--- config.mk ---
export PLATFORM = sky130hd
export DESIGN_NAME = spi_transceiver
export DESIGN_NICKNAME = d
export VERILOG_FILES = /design/src/rtl/spi_pkg.sv /design/src/rtl/spi_transceiver_edge_detect.sv /design/src/rtl/spi_transceiver.sv
export SDC_FILE = /design/constraint.sdc
export NUM_CORES = 1
export LEC_CHECK = 0
export ABC_CLOCK_PERIOD_IN_PS = 2500
export CORE_MARGIN = 3
export CORE_UTILIZATION = 54
export DETAILED_ROUTE_END_ITERATION = 7
export PLACE_DENSITY = 0.75
export SLEW_MARGIN = 20
export SYNTH_ARGS = -nofsm -noshare
export SYNTH_HDL_FRONTEND = slang
export SYNTH_HIERARCHICAL = 1
export SYNTH_SLANG_ARGS = --single-unit
--- constraint.sdc ---
create_clock -name i_clk -period 2.5 [get_ports i_clk]
set_input_delay 0.5 -clock i_clk [delete_from_list [all_inputs] [get_ports i_clk]]
set_output_delay 0.5 -clock i_clk [all_outputs]
set_load 0.01 [all_outputs]
--- src/rtl/spi_pkg.sv ---
// Shared types and widths for the SPI mode-0 byte transceiver.
package spi_pkg;

  typedef enum logic [2:0] {
    IDLE  = 3'd0,
    SETUP = 3'd1,
    START = 3'd2,
    SHIFT = 3'd3,
    HOLD  = 3'd4
  } spi_state_t;

  localparam int SPI_WORD_BITS = 8;
  localparam int SPI_CNT_W     = 8;

endpackage

--- src/rtl/spi_transceiver_edge_detect.sv ---
// Registered previous value of a 1-bit signal with rise/fall strobes.
module spi_edge_detect (
  input  logic i_clk,
  input  logic i_rst,
  input  logic i_sig,
  output logic o_rise,
  output logic o_fall
);

  logic r_sig_q;

  // previous-cycle copy of the input
  always_ff @(posedge i_clk or posedge i_rst) begin
    if (i_rst) begin
      r_sig_q <= 1'b0;
    end else begin
      r_sig_q <= i_sig;
    end
  end

  assign o_rise = i_sig & ~r_sig_q;
  assign o_fall = ~i_sig & r_sig_q;

endmodule

--- src/rtl/spi_transceiver.sv ---
// SPI mode-0 byte engine: frames a host byte with CS, triggers the SCLK
// divider, shifts MOSI out MSB-first and returns the MISO byte.
module spi_transceiver
  import spi_pkg::*;
#(
  parameter int CS_SETUP_CYCLES = 2,
  parameter int CS_HOLD_CYCLES  = 2
) (
  input  logic                     i_clk,
  input  logic                     i_rst,
  input  logic [SPI_WORD_BITS-1:0] i_tx_data,
  input  logic                     i_tx_valid,
  output logic                     o_tx_ready,
  output logic [SPI_WORD_BITS-1:0] o_rx_data,
  output logic                     o_rx_valid,
  output logic                     o_rx_err,
  output logic                     o_start_n,
  input  logic                     i_sclk,
  input  logic                     i_sclk_idle,
  output logic                     o_sclk,
  output logic                     o_cs_n,
  output logic                     o_mosi,
  input  logic                     i_miso
);

  localparam logic [SPI_CNT_W-1:0] L_SETUP = SPI_CNT_W'(CS_SETUP_CYCLES);
  localparam logic [SPI_CNT_W-1:0] L_HOLD  = SPI_CNT_W'(CS_HOLD_CYCLES);

  spi_state_t               r_state;
  logic [SPI_CNT_W-1:0]     r_cnt;
  logic [3:0]               r_bit_cnt;
  logic                     r_seen_busy;
  logic [SPI_WORD_BITS-2:0] r_tx_sr;
  logic [SPI_WORD_BITS-1:0] r_rx_sr;
  logic                     r_tx_ready;
  logic                     r_cs_n;
  logic                     r_start_n;
  logic                     r_mosi;
  logic [SPI_WORD_BITS-1:0] r_rx_data;
  logic                     r_rx_valid;
  logic                     r_rx_err;

  logic w_rise;
  logic w_fall;
  logic w_handshake;
  logic w_fire;

  spi_edge_detect u_sclk_edge (
    .i_clk  (i_clk),
    .i_rst  (i_rst),
    .i_sig  (i_sclk),
    .o_rise (w_rise),
    .o_fall (w_fall)
  );

  assign w_handshake = i_tx_valid & r_tx_ready;
  // Start is issued on leaving SETUP when the divider is already idle, else from START once it idles.
  assign w_fire = i_sclk_idle &
                  (((r_state == SETUP) && (r_cnt <= 8'd1)) ||
                   ((r_state == START) && r_start_n));

  // transfer sequencer and all registered outputs
  always_ff @(posedge i_clk or posedge i_rst) begin
    if (i_rst) begin
      r_state     <= IDLE;
      r_cnt       <= '0;
      r_bit_cnt   <= 4'd0;
      r_seen_busy <= 1'b0;
      r_tx_sr     <= '0;
      r_rx_sr     <= '0;
      r_tx_ready  <= 1'b0;
      r_cs_n      <= 1'b1;
      r_start_n   <= 1'b1;
      r_mosi      <= 1'b0;
      r_rx_data   <= '0;
      r_rx_valid  <= 1'b0;
      r_rx_err    <= 1'b0;
    end else begin
      r_rx_valid <= 1'b0;
      r_start_n  <= 1'b1;
      if (w_fire) begin
        r_start_n   <= 1'b0;
        r_bit_cnt   <= 4'd0;
        r_seen_busy <= 1'b0;
      end
      case (r_state)
        IDLE: begin
          r_tx_ready <= ~w_handshake;
          if (w_handshake) begin
            r_tx_sr <= i_tx_data[SPI_WORD_BITS-2:0];
            r_mosi  <= i_tx_data[SPI_WORD_BITS-1];
            r_cnt   <= L_SETUP;
            r_cs_n  <= 1'b0;
            r_state <= SETUP;
          end
        end
        SETUP: begin
          r_cnt <= r_cnt - 8'd1;
          if (r_cnt <= 8'd1) begin
            r_state <= START;
          end
        end
        START: begin
          if (!r_start_n) begin
            r_state <= SHIFT;
          end
        end
        SHIFT: begin
          if (!i_sclk_idle) begin
            r_seen_busy <= 1'b1;
          end
          if (w_rise) begin
            r_rx_sr <= {r_rx_sr[SPI_WORD_BITS-2:0], i_miso};
            if (r_bit_cnt != 4'd15) begin
              r_bit_cnt <= r_bit_cnt + 4'd1;
            end
          end
          if (w_fall && (r_bit_cnt < 4'd8)) begin
            r_mosi  <= r_tx_sr[SPI_WORD_BITS-2];
            r_tx_sr <= {r_tx_sr[SPI_WORD_BITS-3:0], 1'b0};
          end
          if (r_seen_busy && i_sclk_idle) begin
            r_cnt   <= L_HOLD;
            r_state <= HOLD;
          end
        end
        HOLD: begin
          if (r_cnt <= 8'd1) begin
            r_cs_n     <= 1'b1;
            r_rx_data  <= r_rx_sr;
            r_rx_valid <= 1'b1;
            r_rx_err   <= (r_bit_cnt != 4'd8);
            r_state    <= IDLE;
          end else begin
            r_cnt <= r_cnt - 8'd1;
          end
        end
        default: begin
          r_state    <= IDLE;
          r_cs_n     <= 1'b1;
          r_tx_ready <= 1'b0;
        end
      endcase
    end
  end

  assign o_tx_ready = r_tx_ready;
  assign o_rx_data  = r_rx_data;
  assign o_rx_valid = r_rx_valid;
  assign o_rx_err   = r_rx_err;
  assign o_start_n  = r_start_n;
  assign o_sclk     = i_sclk;
  assign o_cs_n     = r_cs_n;
  assign o_mosi     = r_mosi;

endmodule
; ---- After elaboration in Yosys (flattened, before gate mapping)
; Cells that the tools add are included.
[word_totals]
reg_bits = 46
latchBits = 0
ram_bits = 0
romBits = 0
input_bits = 14
out_inout_bits = 15
wordCells = 85
n_memories = 0
[op_classes]
n_addsub = 2
multipliers = 0
div = 0
n_lt_le_gt_ge = 2
eq_ne = 13
shift = 0
n_mux = 30
bitwise_logic = 8
reduce_logical = 16
[ops]
columns = cell, n
row1 = one-hot mux 8 bit (4 select lines), 1
row2 = two-way mux 8 bit, 3
row3 = two-way mux 4 bit, 4
row4 = two-way mux 3 bit, 5
row5 = one-hot mux 3 bit (5 select lines), 1
row6 = two-way mux 7 bit, 2
row7 = one-hot mux 7 bit (2 select lines), 1
row8 = inequality test 2 bit (second input constant), 6
row9 = two-way mux 1 bit, 10
row10 = <= comparator 8 x 1 -> 1 bit (second input constant), 1
row11 = inequality test 4 bit (second input constant), 2
row12 = subtractor 8 x 1 -> 8 bit (second input constant), 1
row13 = == test 3 x 2 -> 1 bit (second input constant), 2
row14 = AND reduction 3 bit, 2
row15 = AND reduction 5 bit, 1
row16 = adder 4 x 1 -> 4 bit (second input constant), 1
row17 = bitwise AND 1 bit, 4
row18 = logical AND 1 bit, 4
row19 = less-than comparator 4 bit (second input constant), 1
row20 = NOT 1 bit, 4
row21 = one-hot mux 1 bit (2 select lines), 2
row22 = AND reduction 2 bit, 2
row23 = AND reduction 4 bit, 1
row24 = nonzero test 4 bit, 1
row25 = other kinds (9), 9

; ---- Logic depth before layout (Yosys ltp)
[logic_depth]
word_depth = 8
mapped_depth = 8
mapped_depth_nobuf = 6

; ---- Modules after synthesis
; The synthesis kept the hierarchy.
[modules_own_cells]
columns = mod, n_inst, cells_per_inst, area_per_inst_um2, seq_area_each_um2
row1 = spi_transceiver, 1, 203, 2202.1, 1128.6
row2 = spi_edge_detect, 1, 4, 43.8, 25.0

; ---- Least setup slack after synthesis
; Ideal clock, no wire load.
[synth_path]
path_kind = register to register
start = register r_cnt[0]
end = register r_cnt[3]
setup_time_ns = 0.078
t_arrival_ns = 1.799
required_time_ns = 2.422
setup_slack_ns = 0.623
stages_incl_launch_ff = 8
path_buffers = 1
synth_period_minus_slack_ns = 1.877
cell_sequence = dfrtp_1 -> inv_1 -> ha_1 -> or2_1 -> and4_1 -> buf_6 -> or4_1 -> a21boi_1
[synth_via]
elab_chain_cells = 3
elab_cells_between_ends = 6
cone_classes = add/sub: 1 / order compare: 1 / eq/ne: 1 / mux: 2 / reduce/logical: 1
[synth_rtl]
columns = item, line
row1 = start: declaration, spi_transceiver.sv:30  ; logic [SPI_CNT_W-1:0] r_cnt;
row2 = start signal: assignment, spi_transceiver.sv:98  ; r_cnt <= r_cnt - 8'd1;
row3 = start signal: assignment, spi_transceiver.sv:135  ; r_cnt <= r_cnt - 8'd1;
row4 = subtractor 8 x 1 -> 8 bit or <= comparator 8 x 1 -> 1 bit (tied branches), "spi_transceiver.sv:98, spi_transceiver.sv:135, spi_transceiver.sv:128"
row5 = two-way mux 8 bit or inequality test 2 bit (tied branches), -
row6 = one-hot mux 8 bit (4 select lines) or AND reduction 4 bit (tied branches), -
; Parallel ways exist; a longest one is shown, timed or not. The select of a mux whose other input is x is not followed.
; A chain may end at the register's enable or synchronous reset.

; ---- Worst setup path in the final report
; Ends and elaborated chain as after synthesis.

==> results.txt <==
----------------------------------------------------
[Global routing]
  Global-route wire length before repair ... 7690 microns
  Pin count of the biggest net entering global routing ... 46
  Via count of the first global-routing pass ... 1,678
  Overall Global Routing Usage ... 19.4%
  Global-route track usage on met1 ... 25.0%
  GR met3 Demand/Resource ... 5.61%
  Antenna violations before repair ... 0
  Peak-usage layer in the global routing report ... met2
  GRT met2 Usage ... 31.6%
  Gr ovfl total ... 0

[Critical path]
  Ordered list of cells on the worst path ... inv_1 > ha_1 > or2_1 > and4_1 > or4_1 > a21boi_1
  Worst Path Required ... 2.73 ns
  Maximum fanout along the worst path ... 25
  Number of gates on the worst path with buffers counted ... 6
  Worst Path Arrival ... 2.54 ns
  Critical-path top delay cell ... sky130_fd_sc_hd__or4_1
  Kind of critical path ... flip-flop to flip-flop
  Critical path launch point type ... flip-flop
  Slowest cell delay on critical path ... 0.62 ns
  Crit. End Element ... flip-flop
  Worst path bufs/invs ... 1
  Count of cells along the worst register-to-register path ... 6
  Gate family responsible for the most delay along the worst path ... simple AND/OR/NAND/NOR gates

[Route]
  Starting DRT DRC Count ... 115
  Vias after detailed routing ... 1,689
  Initial DRT Pass Iterations ... 4
  Routed wire length per instance ... 15.1 microns
  Aggregate routed wire length ... 4330 microns
  DRC violation count after routing ... 0
  Vias per std cell ... 5.89
  Routed Antenna Nets ... 0

[STA]
  Total negative slack for setup checks ... 0 ns
  Min Clock Period, post-route ... 2.31 ns
  Final Hold Viols ... 0
  Max Clock Skew ... 0.00822 ns
  Headroom to the max-slew limit ... 43.0%
  Post-route clock period utilization ... 92.5%
  Worst Max-Slew Pin Slew ... 0.854 ns
  Setup repair after global routing missed its margin ... no
  Final setup vio count ... 0
  Final count of pins violating max slew ... 0
  Achievable Freq ... 432 MHz
  Crit path setup slack, layout ... 0.186 ns
  Worst hold margin ... 0.374 ns

[Pwr]
  Worst voltage drop across the vdd grid ... 0.607 mV
  Leakage dissipation ... 1.20 nW
  Switching power ... 1.08 mW
  Sequential cell fraction of total power ... 41.8%
  Combinational power share ... 41.5%
  Power share of the clock group ... 16.7%
  Power per standard cell area ... 1050 nW/um^2
  Internal power contribution ... 1.73 mW
  Sw Ratio ... 38.5%

[CTS]
  TritonCTS Buffers ... 5
  Sink count of the clock tree ... 46
  Hold Buf Count CTS ... 0
  CTS root buffer ... sky130_fd_sc_hd__clkbuf_8
  Clock Tree Buf Depth ... 2
  Clk_lat worst skew ... 0.31 ns
  Clock tree from TritonCTS ... built
  Clock input transition at the sequential cells of the worst setup and hold paths ... 0.08 ns
  Setup Buffers After CTS ... 0
  Number of gates resized after CTS ... 0
  H-tree level count ... 2

[Min path]
  Class of the tightest hold or removal check ... primary input to asynchronous set/reset pin

[Run status]
  Run status ... finished clean

[Placed design]
  Placed instance area ... 2570 sq um
  Pre-CTS setup slack ... 0.207 ns
  Gpl congestion ... 0.888
  Half-perimeter wire length after detailed placement ... 3020 microns
  IO buf count ... 28

[Finish]
  Fraction of layout cells with a size suffix above 1 ... 15.9%
  Area overhead of the layout relative to synthesis ... 18.9%
  Total Nets Final ... 256
  ANT cells ... 0
  Post-layout utilization of the core ... 69.8%
  Area of all placed cells without fillers ... 2670 sq um

[Logic synthesis]
  Proportion of synthesized chip area in sequential cells ... 51.4%
  Asr flop ratio synth ... 100%
  Mean Syn Cell Area ... 10.8 sq um
  Yosys warning count ... 6
  Number of instances in the synthesized netlist ... 207
  Number of distinct library cells after synthesis ... 47
  Predominant post-synthesis flop cell ... sky130_fd_sc_hd__dfrtp_1
  Number of nets produced by synthesis ... 225
  Flop and latch count out of synthesis ... 46
  Number of synthesized flops with an enable pin ... 0
  Area of the mapped netlist ... 2250 sq um

[Floorplan]
  Initial standard-cell utilization of the core ... 58.7%
  Total Die Area ... 4970 sq um
  Die X ... 70.5 microns
  Standard-cell row count ... 22
  Core ar. ... 3830 sq um
  Top Ports ... 29
  Die Ht ... 70.5 microns

[Run]
  Number of violations of the max-capacitance limit ... 0

----------------------------------------------------
-- worst register-to-register path, delay by kind of cell (launching register included) --
kind | cells | cell delay (ns)
AOI/OAI and AO/OA | 1 | 0.18
adders and majority gates | 1 | 0.24
buffers and inverters | 1 | 0.08
DFF | 1 | 0.42
and+or+nand+nor | 3 | 1.32
-- worst paths after layout --
path	start	endpoint	slack [ns]
max	r_cnt[0]$_DFFE_PP0P_	r_cnt[3]$_DFFE_PP0P_	0.19
min	i_rst	u_sclk_edge/r_sig_q$_DFF_PP0_	0.37
max reg2reg	r_cnt[0]$_DFFE_PP0P_	r_cnt[3]$_DFFE_PP0P_	0.19
min reg2reg	o_cs_n$_DFFE_PP1P_	o_cs_n$_DFFE_PP1P_	0.49
max in group asynchronous	i_rst	o_start_n$_DFF_PP1_	1.43
min in group i_clk	o_cs_n$_DFFE_PP1P_	o_cs_n$_DFFE_PP1P_	0.49
-- cells in the final DEF (no fill, tap or decap), types with 7 or more instances in the layout --
master                            instances
sky130_fd_sc_hd__o31ai_1                  7
sky130_fd_sc_hd__dfrtp_1                 44
sky130_fd_sc_hd__nor2_1                  14
sky130_fd_sc_hd__inv_1                   12
sky130_fd_sc_hd__mux2_2                  16
sky130_fd_sc_hd__a21oi_1                 15
sky130_fd_sc_hd__o21ai_0                 10
sky130_fd_sc_hd__buf_4                    7
sky130_fd_sc_hd__mux2i_1                  7
sky130_fd_sc_hd__nand2_1                  7
sky130_fd_sc_hd__clkdlybuf4s50_1         28
-- flip-flops by register name, summed over array words and instances, names as in the netlist --
| signal | cells |
|---|---|
| o_rx_data | 8 |
| r_cnt | 8 |
| r_rx_sr | 8 |
| r_tx_sr | 7 |
| r_bit_cnt | 4 |
| r_state | 3 |
| o_cs_n | 1 |
| o_mosi | 1 |
| o_rx_err | 1 |
| o_rx_valid | 1 |
| o_start_n | 1 |
| o_tx_ready | 1 |
| r_seen_busy | 1 |
| u_sclk_edge/r_sig_q | 1 |
-- cells by family (layout without fill, tap and decap cells) --
logic type | Yosys count | after routing | synth area share (%)
buffers and inverters | 23 | 55 | 4.85
muxes | 23 | 23 | 11.1
xor gates and xnor gates | 2 | 2 | 0.780
and+or+nand+nor | 56 | 56 | 14.5
adders and majority gates | 4 | 4 | 2.23
AOI/OAI and AO/OA | 53 | 53 | 15.2
DFF | 46 | 46 | 51.4
-- per-layer routing --
metal / vias to the layer above / part of all wire, %
met2: 37 / 51
li1: 812 / -
met4: 0 / 1.2
met5: - / 0
met3: 5 / 4.0
met1: 835 / 44
-- per-stage QoR --
step | total power [mW] | std cells
detailed placement | 2.35 | 279
global placement | 2.26 | 279
global route | 3.04 | 287
floorplan | 2.01 | 207
CTS | 2.83 | 287
finish | 2.82 | 287
-- synthesized netlist by cell type, types with 4 or more instances --
| library cell | n | area, sq um |
|---|---|---|
| sky130_fd_sc_hd__o31ai_1 | 7 | 52.6 |
| sky130_fd_sc_hd__nand3_1 | 6 | 30.0 |
| sky130_fd_sc_hd__nand2_1 | 7 | 26.3 |
| sky130_fd_sc_hd__inv_1 | 12 | 45.0 |
| sky130_fd_sc_hd__or4_1 | 6 | 45.0 |
| sky130_fd_sc_hd__nor2_1 | 14 | 52.6 |
| sky130_fd_sc_hd__mux2i_1 | 7 | 70.1 |
| sky130_fd_sc_hd__a21boi_1 | 6 | 45.0 |
| sky130_fd_sc_hd__dfrtp_1 | 44 | 1100 |
| sky130_fd_sc_hd__mux2_2 | 16 | 180 |
| sky130_fd_sc_hd__ha_1 | 4 | 50.1 |
| sky130_fd_sc_hd__o21ai_0 | 10 | 50.1 |
| sky130_fd_sc_hd__buf_2 | 6 | 30.0 |
| sky130_fd_sc_hd__a21oi_1 | 15 | 75.1 |
-- power by group through the flow --
stage | clock network, mW | logic, mW | registers [mW]
2_1_floorplan | 0 | 0.884 | 1.13
3_3_place_gp | 0 | 1.09 | 1.17
3_5_place_dp | 0 | 1.16 | 1.19
4_1_cts | 0.486 | 1.17 | 1.17
5_1_grt | 0.520 | 1.30 | 1.22
6_report | 0.471 | 1.17 | 1.18
-- area by class of cell --
class / count / area [sq um]
clock inverters: 2 / 12.5
multi-input cells: 138 / 983
fillers: 286 / 1160
inverters: 12 / 45.0
clock buffers: 6 / 82.6
well taps: 48 / 60.1
flip-flops and latches: 46 / 1150
repair buffers: 35 / 333
Power figures use the tool's default switching activity.
